[src/rtl/fir_input_feeder_if.sv]
// Stream handshake bundle between the sample source, the feeder and the FIR core.
// slave  : feeder side (accepts source samples, presents samples to the core).
// master : environment side (drives source samples and the core's ready).
interface fir_input_feeder_if #(
    parameter int unsigned DATA_W = 16
);
    logic              in_valid;
    logic              in_ready;
    logic [DATA_W-1:0] in_data;
    logic              fir_ready_for_input;
    logic              fir_input_valid;
    logic [DATA_W-1:0] fir_data;

    modport master (
        output in_valid,
        output in_data,
        output fir_ready_for_input,
        input  in_ready,
        input  fir_input_valid,
        input  fir_data
    );

    modport slave (
        input  in_valid,
        input  in_data,
        input  fir_ready_for_input,
        output in_ready,
        output fir_input_valid,
        output fir_data
    );
endinterface

[src/rtl/fir_input_feeder.sv]
// Sample buffer in front of the FIR core controller: circular FIFO fed by a
// valid/ready stream, drained through a PRESENT/HOLD handshake so that the
// accepted sample stays on fir_data through the core's load cycle.
// Optional feature macro: FIR_IN_ALMOST_FULL_EN adds the almost_full output
// (count >= AF_THRESH, registered alongside count).
module fir_input_feeder #(
    parameter int unsigned DATA_W    = 16,
    parameter int unsigned DEPTH     = 8
`ifdef FIR_IN_ALMOST_FULL_EN
    ,
    parameter int unsigned AF_THRESH = 6
`endif
) (
    input  logic                         clk,
    input  logic                         rst,
    fir_input_feeder_if.slave            bus,
    output logic [$clog2(DEPTH+1)-1:0]   level
`ifdef FIR_IN_ALMOST_FULL_EN
    ,
    output logic                         almost_full
`endif
);
    localparam int unsigned PTR_W = $clog2(DEPTH);
    localparam int unsigned CNT_W = $clog2(DEPTH + 1);

    typedef enum logic [1:0] {
        IDLE    = 2'd0,
        PRESENT = 2'd1,
        HOLD    = 2'd2
    } state_t;

    state_t            state_q, state_d;
    logic [PTR_W-1:0]  wr_ptr_q, wr_ptr_d;
    logic [PTR_W-1:0]  rd_ptr_q, rd_ptr_d;
    logic [CNT_W-1:0]  count_q, count_d;
    logic [DATA_W-1:0] fir_data_q, fir_data_d;
    logic [DATA_W-1:0] mem_q [DEPTH];

    logic push;
    logic pop;
    logic not_empty;

    assign not_empty           = (count_q != '0);
    // Readiness looks at the registered count only; a pop in the same cycle
    // does not open a slot for a write when the FIFO is full.
    assign bus.in_ready        = rst && (count_q != CNT_W'(DEPTH));
    assign push                = bus.in_valid && bus.in_ready;
    assign bus.fir_input_valid = (state_q == PRESENT);
    assign bus.fir_data        = fir_data_q;
    assign level               = count_q;

    // Next-state decode; pops are issued only from IDLE and HOLD.
    always_comb begin
        state_d = state_q;
        pop     = 1'b0;
        case (state_q)
            IDLE: begin
                if (not_empty) begin
                    pop     = 1'b1;
                    state_d = PRESENT;
                end
            end
            PRESENT: begin
                if (bus.fir_ready_for_input) begin
                    state_d = HOLD;
                end
            end
            HOLD: begin
                if (not_empty) begin
                    pop     = 1'b1;
                    state_d = PRESENT;
                end else begin
                    state_d = IDLE;
                end
            end
            default: begin
                state_d = IDLE;
            end
        endcase
    end

    // Pointer, occupancy and output-register updates driven by push/pop.
    always_comb begin
        wr_ptr_d   = wr_ptr_q;
        rd_ptr_d   = rd_ptr_q;
        count_d    = count_q;
        fir_data_d = fir_data_q;
        if (push) begin
            wr_ptr_d = wr_ptr_q + PTR_W'(1);
        end
        if (pop) begin
            fir_data_d = mem_q[rd_ptr_q];
            rd_ptr_d   = rd_ptr_q + PTR_W'(1);
        end
        if (push && !pop) begin
            count_d = count_q + CNT_W'(1);
        end else if (pop && !push) begin
            count_d = count_q - CNT_W'(1);
        end
    end

    // Control and output registers with synchronous active-low reset.
    always_ff @(posedge clk) begin
        if (!rst) begin
            state_q    <= IDLE;
            wr_ptr_q   <= '0;
            rd_ptr_q   <= '0;
            count_q    <= '0;
            fir_data_q <= '0;
        end else begin
            state_q    <= state_d;
            wr_ptr_q   <= wr_ptr_d;
            rd_ptr_q   <= rd_ptr_d;
            count_q    <= count_d;
            fir_data_q <= fir_data_d;
        end
    end

    // Sample storage; no reset needed since only written entries are ever read.
    always_ff @(posedge clk) begin
        if (push) begin
            mem_q[wr_ptr_q] <= bus.in_data;
        end
    end

`ifdef FIR_IN_ALMOST_FULL_EN
    logic almost_full_q, almost_full_d;

    // Threshold compare on the next count so the flag tracks level exactly.
    always_comb begin
        almost_full_d = (count_d >= CNT_W'(AF_THRESH));
    end

    // Almost-full register, cleared in reset.
    always_ff @(posedge clk) begin
        if (!rst) begin
            almost_full_q <= 1'b0;
        end else begin
            almost_full_q <= almost_full_d;
        end
    end

    assign almost_full = almost_full_q;
`endif

endmodule
[src/flat_wrapper.sv]
// flat-port wrapper written by rule: the top's interface ports become plain ports
module fir_input_feeder_flat 
#(
    parameter int unsigned DATA_W    = 16,
    parameter int unsigned DEPTH     = 8

)
  (clk, rst, level, bus_in_valid, bus_in_data, bus_fir_ready_for_input, bus_in_ready, bus_fir_input_valid, bus_fir_data);
  fir_input_feeder_if #(.DATA_W(DATA_W)) bus_i ();
  input  logic clk;
  input  logic rst;
  output logic [$clog2(DEPTH+1)-1:0] level;
  input wire logic [$bits(bus_i.in_valid)-1:0] bus_in_valid;
  input wire logic [$bits(bus_i.in_data)-1:0] bus_in_data;
  input wire logic [$bits(bus_i.fir_ready_for_input)-1:0] bus_fir_ready_for_input;
  output wire logic [$bits(bus_i.in_ready)-1:0] bus_in_ready;
  output wire logic [$bits(bus_i.fir_input_valid)-1:0] bus_fir_input_valid;
  output wire logic [$bits(bus_i.fir_data)-1:0] bus_fir_data;
  assign bus_i.in_valid = bus_in_valid;
  assign bus_i.in_data = bus_in_data;
  assign bus_i.fir_ready_for_input = bus_fir_ready_for_input;
  assign bus_in_ready = bus_i.in_ready;
  assign bus_fir_input_valid = bus_i.fir_input_valid;
  assign bus_fir_data = bus_i.fir_data;
  fir_input_feeder #(.DATA_W(DATA_W), .DEPTH(DEPTH)) u_core (.clk(clk), .rst(rst), .bus(bus_i), .level(level));
endmodule
[config.mk]
export PLATFORM = sky130hd
export DESIGN_NAME = fir_input_feeder_flat
export DESIGN_NICKNAME = d
export VERILOG_FILES = /design/src/rtl/fir_input_feeder_if.sv /design/src/rtl/fir_input_feeder.sv /design/src/flat_wrapper.sv
export SDC_FILE = /design/constraint.sdc
export NUM_CORES = 1
export LEC_CHECK = 0
export CAP_MARGIN = 20
export CORE_MARGIN = 8
export CORE_UTILIZATION = 62
export CTS_CLUSTER_SIZE = 14
export DETAILED_ROUTE_END_ITERATION = 8
export MAX_ROUTING_LAYER = met4
export PLACE_DENSITY_LB_ADDON = 0.08
export REMOVE_ABC_BUFFERS = 1
export SLEW_MARGIN = 10
export SYNTH_ARGS = -nofsm -noshare
export SYNTH_HDL_FRONTEND = slang
export SYNTH_SLANG_ARGS = --single-unit
[constraint.sdc]
create_clock -name clk -period 7.26 [get_ports clk]
set_input_delay 1.089 -clock clk [delete_from_list [all_inputs] [get_ports clk]]
set_output_delay 1.089 -clock clk [all_outputs]
set_load 0.05 [all_outputs]
==> metrics.yaml, run 1 <==
cts:
  cts-resized-gates: 0
  tritoncts: "done"
  clockBufferDepth: 2
  clock_sinks: 156
  clock_latency_ns: 0.52
  htreeDepth: 4
  clk_pin_slew_ns: 0.06
  cts_hold_buffers: 0
  cts_buffers: 17
  post-cts-setup-buffer-count: 0
  root_buffer: "clkbuf_8"
sta:
  tns_ns: 0
  period_needed_ns: 4.53
  finalHoldViolCount: 0
  finalMaxSlewViolations: 0
  fin_skew_ns: 0.0138
  finalSetupViolCount: 0
  fin_crit_sh: 0.624
  worstMarginPinSlew_ns: 0.993
  fmaxAchievable_ghz: 0.221
  rsz0062_at_grt: "no"
  slew_headroom: 0.336
die:
  dieHeight_um: 113
  io_pins: 42
  die_w_um: 113
  start_util: 0.637
  core_area_sq_um: 9240
  num_rows: 35
  die_area_sq_um: 12900
setup_path:
  worst_ep_required_time_ns: 6.17
  cp_max_fo: 22
  cp-start-kind: "primary input"
  cp.arrival_ns: 3.44
  crit_type: "in2out"
  end_kind: "output pin"
placement:
  gp_congestion: 0.728
  post_dp_cell_area_sq_um: 6470
  dpl.hpwl_um: 6690
  port_buffers: 41
drt:
  wl_met1_um: 4910
  routed-via-count: 3022
  drt_first_pass_iters: 5
  drc: 0
  highest_layer: "met4"
  drtIter0Drc: 255
  dr_wl_met3_um: 718
  avgViaCountPerCell: 5.91
  avgRoutedWirePerCell_um: 23.2
  wl_met2_um: 6130
  antenna_left: 0
  drt_wl_total_um: 11900
synthesis:
  dominantRegCellSynth: "edfxtp_1"
  yosysSeqAreaShare: 0.749
  synth_cell_types: 36
  synth-edff-count: 128
  netlist_instances: 318
  async_flop_share: 0
  synthTopCellsByArea: "edfxtp_1 65%, mux4_2 12%, dfxtp_1 9.5%, nor2_1 1.9%, o22ai_1 1.6%"
  synth_top_area_share: 0.653
  ys_seq_elements: 156
  yosysWarnings: 0
  syn_area_per_cell_sq_um: 18.5
  yosysTopAreaCell: "edfxtp_1"
  syn_area_sq_um: 5880
worst_hold_path:
  worstHoldPathType: "reg2reg"
grt:
  grt-ovfl-total: 0
  track_usage: 0.206
  antenna_found_initial: 0
  grt_pass1_wl_um: 18400
  grt_start_max_net_pins: 24
  grt_pass1_vias: 3144
outcome:
  status: "complete, no violations"
pwr:
  leakage_nw: 2.32
  ir_drop_v: 0.000292
  powerDensity_nw_per_um2: 388
layout:
  diodes: 0
  area_growth_pct: 20.6
  finalInstanceArea_sq_um: 7090
  nFillCells: 528
  drive_gt1_frac: 0.217
  fin_nets: 395
job:
  cap_violations: 0
critical path, stage by stage:
cell and delay, ns:
clkdlybuf4s50_1 0.99, inv_1 0.37, nor2_1 0.18, clkdlybuf4s50_1 0.81
cell type report:
class,instances,area (sq um),area share
inverters,5,20.0,0.00282
well taps,129,161,0.0228
clock inverters,15,208,0.0293
repair buffers,47,455,0.0642
clock buffers,17,414,0.0584
flip-flops and latches,156,4410,0.621
multi-input cells,142,1430,0.202
kinds of logic after synthesis:
| logic type | Yosys count | synth area share |
|---|---|---|
| simple gates | 57 | 0.0470 |
| buf+inv | 20 | 0.0168 |
| flops | 156 | 0.749 |
| xor+xnor | 6 | 0.00893 |
| mux | 35 | 0.128 |
| compound gates | 38 | 0.0368 |
| fa+ha+maj | 6 | 0.0140 |
path summary, 6_finish.rpt:
| kind | endpoint | cells after the start | from | slack [ns] |
|---|---|---|---|---|
| worst min-delay path | u_core.level[3] | 2 | u_core.level[3] | 0.50 |
| worst max-delay path | bus_in_ready | 4 | rst | 2.73 |
| worst min register to register | u_core.level[3] | 2 | u_core.level[3] | 0.50 |
| worst max register to register | u_core.level[3] | 10 | u_core.level[0] | 4.21 |
flip-flops by register name (all words and copies together) (netlist names):
register	count
u_core.rd_ptr_q	3
u_core.mem_q	128
u_core.state_q	2
u_core.wr_ptr_q	3
u_core.level	4
u_core.bus.fir_data	16
cells in the final DEF (no fill, tap or decap), types with 2 or more instances in the layout:
cell and n:
a21oi_1 4, buf_4 6, bufinv_16 4, clkbuf_16 16
clkdlybuf4s50_1 41, clkinv_2 3, clkinv_4 2, dfxtp_1 27
edfxtp_1 128, ha_1 5, inv_1 4, inv_6 6
mux2i_1 3, mux4_2 32, nand2_1 7, nand2b_1 3
nand3_1 3, nor2_1 29, nor3_4 4, o21ai_0 16
o22ai_1 15, xnor2_1 4, xor2_1 2
per-layer routing:
layer  up-vias  track usage
met3         6       0.0613
met4         0       0.0657
met5         -            -
li1       1366            -
met2        94        0.322
met1      1556        0.255
stage by stage:
step / hold WS [ns] / power, mW / cells / worst slack (ns) / utilization
global route: 0.543 / 2.87 / 511 / 2.57 / 0.768
detailed placement: 0.495 / 1.85 / 479 / 2.73 / 0.700
CTS: 0.512 / 2.78 / 511 / 2.68 / 0.768
floorplan: 0.495 / 1.62 / 303 / 3.99 / -
global placement: 0.490 / 1.84 / 479 / 2.73 / 0.700
finish: 0.499 / 2.76 / 511 / 2.73 / 0.768
cells in the mapped netlist (5+ instances only):
| master | n |
|---|---|
| o21ai_0 | 16 |
| nand2_1 | 7 |
| nor2_1 | 29 |
| buf_2 | 6 |
| edfxtp_1 | 128 |
| o22ai_1 | 15 |
| nor3_1 | 5 |
| ha_1 | 5 |
| dfxtp_1 | 28 |
| mux4_2 | 32 |
power by group:
group          switching (mW)  internal [mW]  leakage (nW)
sequential             0.0702           1.04          1.39
combinational           0.426          0.297         0.627
clock                   0.360          0.565         0.304
No activity file was read; power rests on OpenSTA's default activity.
==> run 2: changes to the inputs <==
--- a/config.mk
+++ b/config.mk
@@ -7,7 +7,7 @@
 export LEC_CHECK = 0
 export CAP_MARGIN = 20
 export CORE_MARGIN = 8
-export CORE_UTILIZATION = 62
+export CORE_UTILIZATION = 52
 export CTS_CLUSTER_SIZE = 14
 export DETAILED_ROUTE_END_ITERATION = 8
 export MAX_ROUTING_LAYER = met4
==> constraint.sdc (replaced) <==
create_clock -name clk -period 4 [get_ports clk]
set_input_delay 0.6 -clock clk [delete_from_list [all_inputs] [get_ports clk]]
set_output_delay 0.6 -clock clk [all_outputs]
set_load 0.05 [all_outputs]
==> run 2 against run 1 <==
Via count up 1.3%. Register-to-register slack worse by 3.2 ns. Count of clock-buffer cells in the layout increased by 2. Critical path depth is the same. Combinational power rose by 81%. Wire length decreased by 2.9%. Die area rose by 16%. Total power increased by 80%. Sequential cell count did not move. Final cell count up 4.7%.
==> metrics.yaml, run 2 (synthesized netlist as in run 1, its figures left out) <==
layout:
  area_growth_pct: 21.5
  fin_nets: 405
  nFillCells: 824
  final_cell_mix: "128 x edfxtp_1, 41 x clkdlybuf4s50_1, 32 x mux4_2"
  diodes: 0
  final_common_cell: "edfxtp_1"
  largest_reg_flops: 128
  drive_gt1_frac: 0.227
  max_flop_register: "u_core.mem_q"
worst_hold_path:
  worstHoldPathType: "reg2reg"
die:
  start_util: 0.524
  die_area_sq_um: 15000
  die_w_um: 122
  core_area_sq_um: 11200
  num_rows: 39
  io_pins: 42
  dieHeight_um: 122
placement:
  gp_congestion: 0.779
  port_buffers: 41
  dpl_worst_slack_ns: 0.677
  dpl.hpwl_um: 7200
setup_path:
  crit_family: "buffers and inverters"
  end_kind: "output pin"
  cp.buffers_inverters: 3
  crit_type: "in2out"
  cp_max_fo: 11
  cp.depth: 4
  max_stage_delay_ns: 0.81
  rr_worst_depth: 10
  crit_top_cell: "clkdlybuf4s50_1"
  crit_start: "rst"
  cp.arrival_ns: 2.55
  r2r_start: "u_core.level[0]"
  endpoint: "bus_in_ready"
  cp-start-kind: "primary input"
  rrSetupSlack_ns: 1.04
  cp_cell_sequence: "clkdlybuf4s50_1 -> inv_1 -> nor2_1 -> clkdlybuf4s50_1"
  cp_slowest_cell: "clkdlybuf4s50_1"
  r2r_end: "u_core.level[3]"
  worst_ep_required_time_ns: 3.40
cts:
  cts-resized-gates: 0
  tritoncts: "done"
  clockBufferDepth: 2
  cts_buffers: 17
  root_buffer: "clkbuf_16"
  clock_latency_ns: 0.42
  post-cts-setup-buffer-count: 0
  clk_pin_slew_ns: 0.06
  htreeDepth: 4
  cts_hold_buffers: 0
  clock_sinks: 156
grt:
  grt_pass1_wl_um: 17900
  grt_pass1_vias: 3110
  met1_usage: 0.217
  grt_util_met2: 0.264
  track_usage: 0.172
  antenna_found_initial: 0
  grt-ovfl-total: 0
  grt_start_max_net_pins: 23
  met3_usage: 0.0437
  grt-busiest-layer: "met2"
drt:
  drc: 0
  avgViaCountPerCell: 5.72
  drt_wl_total_um: 11500
  drtIter0Drc: 319
  avgRoutedWirePerCell_um: 21.5
  drt_first_pass_iters: 4
  routed-via-count: 3062
  antenna_left: 0
pwr:
  powerDensity_nw_per_um2: 693
  leakage_nw: 2.37
  ir_drop_v: 0.000424
sta:
  finalSetupViolCount: 0
  fin_skew_ns: 0.00634
  finalMaxSlewViolations: 0
  fmaxAchievable_ghz: 0.317
  slew_headroom: 0.562
  period_needed_ns: 3.15
  setup_ws_ns: 0.847
  fin_crit_sh: 0.788
  finalHoldViolCount: 0
  rsz0062_at_grt: "no"
  tns_ns: 0
  worstMarginPinSlew_ns: 0.653
outcome:
  status: "complete, no violations"
job:
  cap_violations: 0
## run 2: cell count changes in the layout (fill, tap and decap cells not counted), moves of 2 or more
cell	previous run	this run
buf_4	6	16
inv_6	6	1
nor3_2	0	4
nor3_4	4	0
clkbuf_1	0	2
clkinv_1	0	2
clkinv_2	3	5
## run 2: worst min path at each step
| stage | from | end | cells after the start |
|---|---|---|---|
| 3_5_place_dp | u_core.bus.fir_data[12] | u_core.bus.fir_data[12] | 2 |
| 2_1_floorplan | u_core.state_q[1] | u_core.state_q[0] | 2 |
| 4_1_cts | u_core.bus.fir_data[0] | u_core.bus.fir_data[0] | 2 |
| 5_1_grt | u_core.bus.fir_data[11] | u_core.bus.fir_data[11] | 2 |
| 6_report | u_core.bus.fir_data[1] | u_core.bus.fir_data[1] | 2 |
| 3_3_place_gp | u_core.bus.fir_data[1] | u_core.bus.fir_data[1] | 2 |
## run 2: cell type report
cell class,count,area [sq um],area share
Inverter,5,20.0,0.00280
Timing Repair Buffer,57,531,0.0742
Tap cell,143,179,0.0250
Clock inverter,13,173,0.0242
Clock buffer,19,433,0.0606
Sequential cell,156,4410,0.617
Multi-Input combinational cell,142,1410,0.197
## run 2: per-stage QoR
step                utilization  cells  instance area (sq um)  power (mW)  hold WS, ns
floorplan                     -    303                   5800        2.94        0.495
global placement          0.583    503                   6540        3.35        0.498
detailed placement        0.583    503                   6540        3.36        0.502
CTS                       0.637    535                   7150        5.00        0.526
global route              0.637    535                   7150        5.16        0.548
finish                    0.637    535                   7150        4.95        0.518
## run 2: worst reg2reg max path, cell delays in order (launching register included)
cell	delay [ns]
dfxtp_1	0.39
nor4b_1	0.61
nand3b_1	0.36
inv_1	0.16
ha_1	0.22
inv_1	0.13
ha_1	0.29
a21oi_1	0.22
a211oi_1	0.11
a31oi_1	0.21
mux2i_1	0.19
## run 2: metal layers
metal  up-vias  wire (um)  share of wire
li1       1393          -              -
met1      1576       5040           0.44
met2        81       5670           0.49
met3        12        603          0.052
met4         0        193          0.017
met5         -          0              0
## run 2: power breakdown
| part | total (mW) | leakage (nW) | internal, mW | switching, mW |
|---|---|---|---|---|
| logic | 1.31 | 0.687 | 0.544 | 0.761 |
| clock network | 1.64 | 0.296 | 1.04 | 0.606 |
| registers | 2.00 | 1.39 | 1.88 | 0.120 |
==> run 3: changes to the inputs <==
--- a/config.mk
+++ b/config.mk
@@ -7,7 +7,7 @@
 export LEC_CHECK = 0
 export CAP_MARGIN = 20
 export CORE_MARGIN = 8
-export CORE_UTILIZATION = 52
+export CORE_UTILIZATION = 58
 export CTS_CLUSTER_SIZE = 14
 export DETAILED_ROUTE_END_ITERATION = 8
 export MAX_ROUTING_LAYER = met4
==> constraint.sdc (replaced) <==
create_clock -name clk -period 3.04 [get_ports clk]
set_input_delay 0.456 -clock clk [delete_from_list [all_inputs] [get_ports clk]]
set_output_delay 0.456 -clock clk [all_outputs]
set_load 0.05 [all_outputs]
==> run 3 against run 2 <==
Hold slack lost 0.015 ns. Combinational power grew 37%. Sequential share of layout area shrank 0.52 points. Sequential power grew 32%. Sequential cell count is the same. Count of clock-buffer cells in the layout shrank 2. Non-clock buffer count grew 4. Clock power grew 30%. Total power grew 33%. Global-route usage grew 2.2 points. Die area shrank 9.0%.
==> metrics.yaml, run 3 (synthesized netlist as in run 1, its figures left out) <==
outcome:
  status: "complete, no violations"
cts:
  clk_pin_slew_ns: 0.07
  htreeDepth: 4
  tritoncts: "done"
  root_buffer: "clkbuf_8"
  cts_buffers: 17
  cts-resized-gates: 0
  clock_latency_ns: 0.52
  clockBufferDepth: 2
  post-cts-setup-buffer-count: 0
  clock_sinks: 156
  cts_hold_buffers: 0
drt:
  routed-via-count: 3078
  avgRoutedWirePerCell_um: 22.4
  drtIter0Drc: 269
  antenna_left: 0
  drt_first_pass_iters: 4
  avgViaCountPerCell: 5.82
  drc: 0
  drt_wl_total_um: 11800
grt:
  grt_pass1_vias: 3271
  track_usage: 0.195
  grt_pass1_wl_um: 18300
  antenna_found_initial: 0
  grt_start_max_net_pins: 25
  grt-ovfl-total: 0
sta:
  fin_skew_ns: 0.0100
  finalSetupViolCount: 0
  worstMarginPinSlew_ns: 0.599
  fmaxAchievable_ghz: 0.372
  finalMaxSlewViolations: 0
  slew_headroom: 0.600
  finalHoldViolCount: 0
  rsz0062_at_grt: "no"
  worst_hold_slack_ns: 0.503
  period_needed_ns: 2.69
  tns_ns: 0
  fin_crit_sh: 0.885
pwr:
  finalPower_mw: 6.56
  ir_drop_v: 0.000517
  powerDensity_nw_per_um2: 910
  leakage_nw: 2.41
worst_hold_path:
  worstHoldPathType: "reg2reg"
  holdPathStages: 2
setup_path:
  worst_ep_required_time_ns: 3.50
  rr_worst_depth: 10
  crit_type: "reg2reg"
  cp-start-kind: "flop"
  end_kind: "flop"
  cp_max_fo: 20
  cp.arrival_ns: 3.15
layout:
  drive_gt1_frac: 0.240
  diodes: 0
  area_growth_pct: 22.5
  largest_reg_flops: 128
  final_cell_mix: "128 x edfxtp_1, 40 x clkdlybuf4s50_1, 32 x mux4_2"
  nFillCells: 630
  max_flop_register: "u_core.mem_q"
  final_common_cell: "edfxtp_1"
  fin_nets: 409
die:
  num_rows: 36
  core_area_sq_um: 9820
  die_w_um: 117
  io_pins: 42
  die_area_sq_um: 13600
  start_util: 0.599
  dieHeight_um: 117
placement:
  gp_congestion: 0.786
  dpl.hpwl_um: 7070
  port_buffers: 41
job:
  cap_violations: 0
==> run 3: metal layers <==
metal | track usage | vias up | part of all wire
li1 | - | 1394 | -
met1 | 0.231 | 1552 | 0.39
met2 | 0.312 | 114 | 0.52
met3 | 0.0460 | 18 | 0.074
met4 | 0.0896 | 0 | 0.016
met5 | - | - | 0
==> run 3: area by class of cell <==
| cell class | count | area (sq um) | area share |
|---|---|---|---|
| sequential | 156 | 4410 | 0.611 |
| timing repair buffer | 61 | 608 | 0.0844 |
| multi-input combinational | 142 | 1410 | 0.195 |
| inverter | 5 | 20.0 | 0.00278 |
| clock buffer | 17 | 414 | 0.0575 |
| clock inverter | 15 | 188 | 0.0260 |
| tap | 133 | 166 | 0.0231 |
==> run 3: critical path, cell delays in order, from the launching register on <==
cell and delay [ns]:
dfxtp_1 0.38, or4_4 0.57, and2_4 0.27, clkinv_2 0.09, ha_1 0.16, inv_1 0.09, ha_1 0.34, a21oi_1 0.22
a211oi_1 0.10, a31oi_1 0.19, mux2i_1 0.20
==> run 3: worst paths after layout <==
kind | end | slack (ns) | start
setup / recovery | u_core.level[3] | 0.35 | u_core.level[0]
hold / removal | u_core.level[3] | 0.50 | u_core.level[3]
setup reg to reg | u_core.level[3] | 0.35 | u_core.level[0]
hold reg to reg | u_core.level[3] | 0.50 | u_core.level[3]
==> run 3: through the flow <==
step,instance area (sq um),worst slack (ns),cells,utilization
global placement,6610,0.454,497,0.673
finish,7210,0.349,529,0.734
detailed placement,6610,0.374,497,0.673
global route,7210,0.170,529,0.734
floorplan,5800,-0.147,303,-
CTS,7210,0.344,529,0.734
==> run 3: power by group <==
group	total [mW]	switching (mW)	internal, mW	leakage (nW)
Sequential	2.64	0.166	2.48	1.39
Clock	2.13	0.862	1.27	0.295
Combinational	1.79	1.04	0.753	0.723
